**src/rtl/ysyx_040750_npc_pkg.sv**
```systemverilog
// Shared constants for the next-PC generator: redirect-select bit positions,
// FSM state encoding, reset PC default and the sequential fetch step.
package ysyx_040750_npc_pkg;

  localparam int unsigned SEL_BR     = 0;
  localparam int unsigned SEL_JALR   = 1;
  localparam int unsigned SEL_CSR    = 2;
  localparam int unsigned SEL_FENCEI = 3;

  localparam logic [31:0] RST_PC_DEF = 32'h8000_0000;
  localparam int unsigned INSTR_STEP = 4;

  typedef enum logic {
    ST_RUN,
    ST_HOLD
  } npc_state_e;

endpackage

```
**src/rtl/ysyx_040750_npc_tgt.sv**
```systemverilog
// Redirect target calculation: priority-resolves the select, muxes adder
// operands and produces the target plus a misaligned-target flag.
module ysyx_040750_npc_tgt
  import ysyx_040750_npc_pkg::*;
#(
  parameter int unsigned XLEN = 32
) (
  input  logic [3:0]      sel_i,
  input  logic [XLEN-1:0] redir_pc_i,
  input  logic [XLEN-1:0] rs1_i,
  input  logic [XLEN-1:0] imm_i,
  input  logic [XLEN-1:0] intr_pc_i,
  output logic            hit_o,
  output logic [XLEN-1:0] tgt_o,
  output logic            misalign_o
);

  logic            is_csr, is_fencei, is_jalr;
  logic [XLEN-1:0] op_a, op_b, sum;

  // Multi-hot select resolves csr > fence.i > jalr > br.
  assign is_csr    = sel_i[SEL_CSR];
  assign is_fencei = ~is_csr & sel_i[SEL_FENCEI];
  assign is_jalr   = ~is_csr & ~sel_i[SEL_FENCEI] & sel_i[SEL_JALR];
  assign hit_o     = |sel_i;

  always_comb begin
    op_a = is_fencei ? XLEN'(INSTR_STEP) : imm_i;
    op_b = is_jalr ? rs1_i : redir_pc_i;
    sum  = op_a + op_b;
    if (is_csr) begin
      tgt_o = intr_pc_i;
    end else if (is_jalr) begin
      tgt_o = {sum[XLEN-1:1], 1'b0};
    end else begin
      tgt_o = sum;
    end
  end

  assign misalign_o = ~is_csr & (|tgt_o[1:0]);

endmodule

```
**src/rtl/ysyx_040750_npc_gen.sv**
```systemverilog
// Next-PC generator: fetch PC register, redirect hold while IF stalls, epoch tag.
// Optional YSYX_040750_NPC_MISALIGN_EN replaces misaligned targets with I_trap_vec.
module ysyx_040750_npc_gen
  import ysyx_040750_npc_pkg::*;
#(
  parameter int unsigned     XLEN    = 32,
  parameter logic [XLEN-1:0] RST_PC  = XLEN'(RST_PC_DEF),
  parameter int unsigned     EPOCH_W = 2
) (
  input  logic               I_clk,
  input  logic               I_rst,
  output logic [XLEN-1:0]    O_pc,
  output logic               O_pc_valid,
  input  logic               I_pc_ready,
  output logic [EPOCH_W-1:0] O_epoch,
  input  logic               I_redir_valid,
  input  logic [3:0]         I_redir_sel,
  input  logic [XLEN-1:0]    I_redir_pc,
  input  logic [XLEN-1:0]    I_rs1_data,
  input  logic [XLEN-1:0]    I_imm,
  input  logic [XLEN-1:0]    I_intr_pc,
  input  logic [XLEN-1:0]    I_trap_vec,
  output logic               O_misalign
);

  npc_state_e         state_q;
  logic [XLEN-1:0]    pc_q, pend_pc_q;
  logic               valid_q, pend_valid_q, misalign_q;
  logic [EPOCH_W-1:0] epoch_q;

  logic            sel_hit, tgt_mis, mis_flag, redir, hs;
  logic [XLEN-1:0] tgt_raw, tgt_eff;

  ysyx_040750_npc_tgt #(
    .XLEN(XLEN)
  ) u_tgt (
    .sel_i      (I_redir_sel),
    .redir_pc_i (I_redir_pc),
    .rs1_i      (I_rs1_data),
    .imm_i      (I_imm),
    .intr_pc_i  (I_intr_pc),
    .hit_o      (sel_hit),
    .tgt_o      (tgt_raw),
    .misalign_o (tgt_mis)
  );

`ifdef YSYX_040750_NPC_MISALIGN_EN
  assign mis_flag = tgt_mis;
  assign tgt_eff  = tgt_mis ? I_trap_vec : tgt_raw;
`else
  logic unused_mis;
  assign unused_mis = tgt_mis ^ (^I_trap_vec);
  assign mis_flag   = 1'b0;
  assign tgt_eff    = tgt_raw;
`endif

  // An all-zero select is not a redirect even with I_redir_valid set.
  assign redir = I_redir_valid & sel_hit;
  assign hs    = valid_q & I_pc_ready;

  always_ff @(posedge I_clk) begin
    if (I_rst) begin
      state_q      <= ST_RUN;
      pc_q         <= RST_PC;
      pend_pc_q    <= RST_PC;
      valid_q      <= 1'b0;
      pend_valid_q <= 1'b0;
      misalign_q   <= 1'b0;
      epoch_q      <= '0;
    end else begin
      valid_q    <= 1'b1;
      misalign_q <= 1'b0;
      unique case (state_q)
        ST_RUN: begin
          if (redir && (hs || !valid_q)) begin
            pc_q       <= tgt_eff;
            epoch_q    <= epoch_q + EPOCH_W'(1);
            misalign_q <= mis_flag;
          end else if (redir) begin
            // IF is stalled: park the target so O_pc stays stable.
            pend_pc_q    <= tgt_eff;
            pend_valid_q <= 1'b1;
            misalign_q   <= mis_flag;
            state_q      <= ST_HOLD;
          end else if (hs) begin
            pc_q <= pc_q + XLEN'(INSTR_STEP);
          end
        end
        ST_HOLD: begin
          if (hs) begin
            if (redir) begin
              pc_q       <= tgt_eff;
              misalign_q <= mis_flag;
            end else if (pend_valid_q) begin
              pc_q <= pend_pc_q;
            end
            epoch_q      <= epoch_q + EPOCH_W'(1);
            pend_valid_q <= 1'b0;
            state_q      <= ST_RUN;
          end else if (redir) begin
            pend_pc_q  <= tgt_eff;
            misalign_q <= mis_flag;
          end
        end
        default: state_q <= ST_RUN;
      endcase
    end
  end

  assign O_pc       = pc_q;
  assign O_pc_valid = valid_q;
  assign O_epoch    = epoch_q;
  assign O_misalign = misalign_q;

endmodule

```
**config.mk**
```make
export PLATFORM = sky130hd
export DESIGN_NAME = ysyx_040750_npc_gen
export DESIGN_NICKNAME = d
export VERILOG_FILES = /design/src/rtl/ysyx_040750_npc_pkg.sv /design/src/rtl/ysyx_040750_npc_tgt.sv /design/src/rtl/ysyx_040750_npc_gen.sv
export SDC_FILE = /design/constraint.sdc
export NUM_CORES = 1
export LEC_CHECK = 0
export CAP_MARGIN = 20
export CORE_ASPECT_RATIO = 0.6
export CORE_MARGIN = 2
export CORE_UTILIZATION = 35
export DETAILED_ROUTE_END_ITERATION = 10
export DONT_BUFFER_PORTS = 1
export GPL_TIMING_DRIVEN = 0
export PLACE_DENSITY = 0.47
export SETUP_SLACK_MARGIN = 0.02
export SLEW_MARGIN = 20
export SYNTH_ARGS = -nofsm -noshare
export SYNTH_HDL_FRONTEND = slang
export SYNTH_SLANG_ARGS = --single-unit
```
**constraint.sdc**
```tcl
create_clock -name I_clk -period 5.1 [get_ports I_clk]
set_input_delay 0.51 -clock I_clk [delete_from_list [all_inputs] [get_ports I_clk]]
set_output_delay 0.51 -clock I_clk [all_outputs]
set_load 0.03 [all_outputs]
```
==> impl_metrics.json <==
{
  "yosysUniqueCellTypes": 79,
  "htreeDepth": 3,
  "vias": 7308,
  "root_buffer": "clkbuf_16",
  "gp_congestion": 0.977,
  "tns_ns": 0,
  "synthCells": 930,
  "rsz0062_at_grt": "false",
  "clk_latency_ns": 0.35,
  "yosys_most_used_dff": "dfxtp_1",
  "worstHoldPathType": "input pin to flip-flop",
  "ctsResizeCount": 0,
  "drive_gt1_frac": 0.0847,
  "final_nets": 1142,
  "crit_type": "input pin to flip-flop",
  "viasPerCell": 6.14,
  "die-area_mm2": 0.0204,
  "coreArea_mm2": 0.0189,
  "drt_first_pass_iters": 5,
  "row_count": 39,
  "power_leakage_nw": 2.63,
  "grt_pass1_vias": 6763,
  "routedWlPerCell_um": 24.2,
  "fin_crit_ns": 4.69,
  "fmax_mhz": 213,
  "grt_pass1_wl_mm": 42.9,
  "path_clk_slew_ns": 0.06,
  "ys_seq_elements": 69,
  "dp_hpwl_mm": 22.3,
  "critPathMaxStageDelay_ns": 0.57,
  "n_fill_cell": 2059,
  "period_share": 0.920,
  "worst_pin_slew_ns": 1.03,
  "syn_area_per_cell_um2": 7.23,
  "dieHeight_um": 111,
  "syn_area_mm2": 0.00672,
  "drt_iter0_drc": 655,
  "clk_path_buf_depth": 2,
  "cp_max_fo": 10,
  "grt_start_max_net_pins": 11,
  "cts_tree": "done",
  "cts_made_buffers": 9,
  "setup_viol": 0,
  "grt-ovfl-total": 0,
  "final_antenna_net_count": 0,
  "layout_common_cells": "106 x nand2_1, 84 x nor2_1, 83 x a21oi_1",
  "syn2layout_area_growth_pct": 8.67,
  "power.density_mw_per_mm2": 276,
  "cts.sinks": 69,
  "path_cells": "buf_2 -> clkinv_1 -> nand2_1 -> clkbuf_1 -> and2_1 -> ha_1 -> inv_1 -> fa_1 -> nor2b_4 -> o2111a_1 -> o21ai_1 -> a21o_1 -> a2111oi_2 -> o41ai_1 -> xnor2_1 -> o21ai_0 -> a21oi_1",
  "totalWireLength_mm": 28.8,
  "initial_core_util": 0.355,
  "critPathLaunchType": "input pin",
  "route.detailed.drc": 0,
  "required_ns": 5.32,
  "grt_use_total": 0.280,
  "drv_cap": 0,
  "post-cts-setup-buffers": 0,
  "cp_slowest_cell": "a2111oi_2",
  "synth_edf_count": 0,
  "antenna_found_initial": 1,
  "critPathArrivalTime_ns": 4.92,
  "portBuffers": 0,
  "yosysSeqAreaShare": 0.205,
  "fin_skew_ns": 0.00849,
  "die_x_um": 183,
  "synthArstFlopShare": 0,
  "drv_slew": 0,
  "ir_drop_mv": 0.155,
  "hold_buffers": 0,
  "yosysWarnings": 0,
  "p_total_mw": 2.02,
  "hold_viol": 0,
  "ioPinCount": 204,
  "status": "finished, final reports clean",
  "slew_headroom": 0.311,
  "critPathCaptureType": "flip-flop",
  "syn_nets": 1131,
  "final_common_cell": "nand2_1"
}
[power by group]
group | total (mW) | internal (mW) | switching (mW)
Clock | 0.602 | 0.349 | 0.253
Combinational | 0.721 | 0.254 | 0.467
Sequential | 0.694 | 0.586 | 0.109
[cell usage after synthesis, drive strengths merged (5+ instances only)]
master    n  area (µm²)
nand2   106         398
nor2     85         322
a21oi    84         424
o21ai    82         414
dfxtp    69        1380
clkbuf   44         165
and2     39         244
ha       32         400
mux2     31         349
a211oi   26         195
nor3     26         135
xor2     23         201
nand3    22         110
o211ai   21         163
xnor2    20         175
buf      18        97.6
a31oi    17         106
nand4    15         100
or3      15        98.8
inv      14        52.6
nand2b   13        83.8
mux2i    11         110
and3     10        63.8
nor2b     9        63.8
a221oi    8        70.1
a21o      7        52.6
o21a      7        52.6
o21bai    7        63.8
o31ai     7        57.6
o22ai     5        31.3
[critical path: cells and delay by family]
| family | cells | cell delay (ns) |
|---|---|---|
| xor+xnor | 1 | 0.18 |
| buf+inv | 4 | 1.16 |
| fa+ha+maj | 2 | 0.63 |
| compound gates | 7 | 1.76 |
| simple gates | 3 | 0.68 |
[through the flow]
stage | util | hold slack, ns | setup WS (ns) | cells | area (µm²)
4_1_cts | 0.385 | 0.258 | 0.103 | 1190 | 7300
3_5_place_dp | 0.371 | 0.449 | -0.231 | 1176 | 7030
6_report | 0.386 | 0.266 | 0.407 | 1191 | 7310
3_3_place_gp | 0.371 | 0.446 | -0.311 | 1176 | 7030
5_1_grt | 0.386 | 0.261 | 0.0877 | 1190 | 7300
2_1_floorplan | - | 0.432 | 1.13 | 930 | 6720
[cell families after synthesis]
logic type | share of synthesized area
simple gates | 0.258
compound gates | 0.301
buf+inv | 0.0480
flops | 0.205
xor+xnor | 0.0560
mux | 0.0683
fa+ha+maj | 0.0625
other cells | 0.000558
[final timing paths]
kind,startpoint,end,slack [ns],cells after the start
min reg2reg,pend_pc_q[18],pend_pc_q[18],0.47,2
max reg2reg,O_pc_valid,O_pc[12],1.63,7
max,I_redir_sel[2],O_pc[30],0.41,17
min,I_pc_ready,state_q,0.27,1
[cell type report]
cell class                 count  area [µm²]  share of cell area
clock inverter                 2        10.0             0.00137
multi-input combinational    783        5030               0.688
antenna                        1        2.50            0.000342
tap                          246         308              0.0421
buffer                        62         263              0.0360
sequential                    69        1380               0.189
clock buffer                  12         256              0.0351
inverter                      16        60.1             0.00822
[sequential cells by signal (all words and copies together), names as in the netlist]
register	count
pend_valid_q	1
pend_pc_q	32
O_epoch	2
state_q	1
O_pc	32
O_pc_valid	1
[layer usage]
| layer | GRT usage | part of all wire | vias up |
|---|---|---|---|
| met3 | 0.0726 | 0.095 | 34 |
| met2 | 0.378 | 0.39 | 349 |
| li1 | - | - | 3436 |
| met4 | 0.0533 | 0.014 | 0 |
| met1 | 0.439 | 0.50 | 3489 |
| met5 | 0 | 0 | - |
No activity file was read; power rests on OpenSTA's default activity.
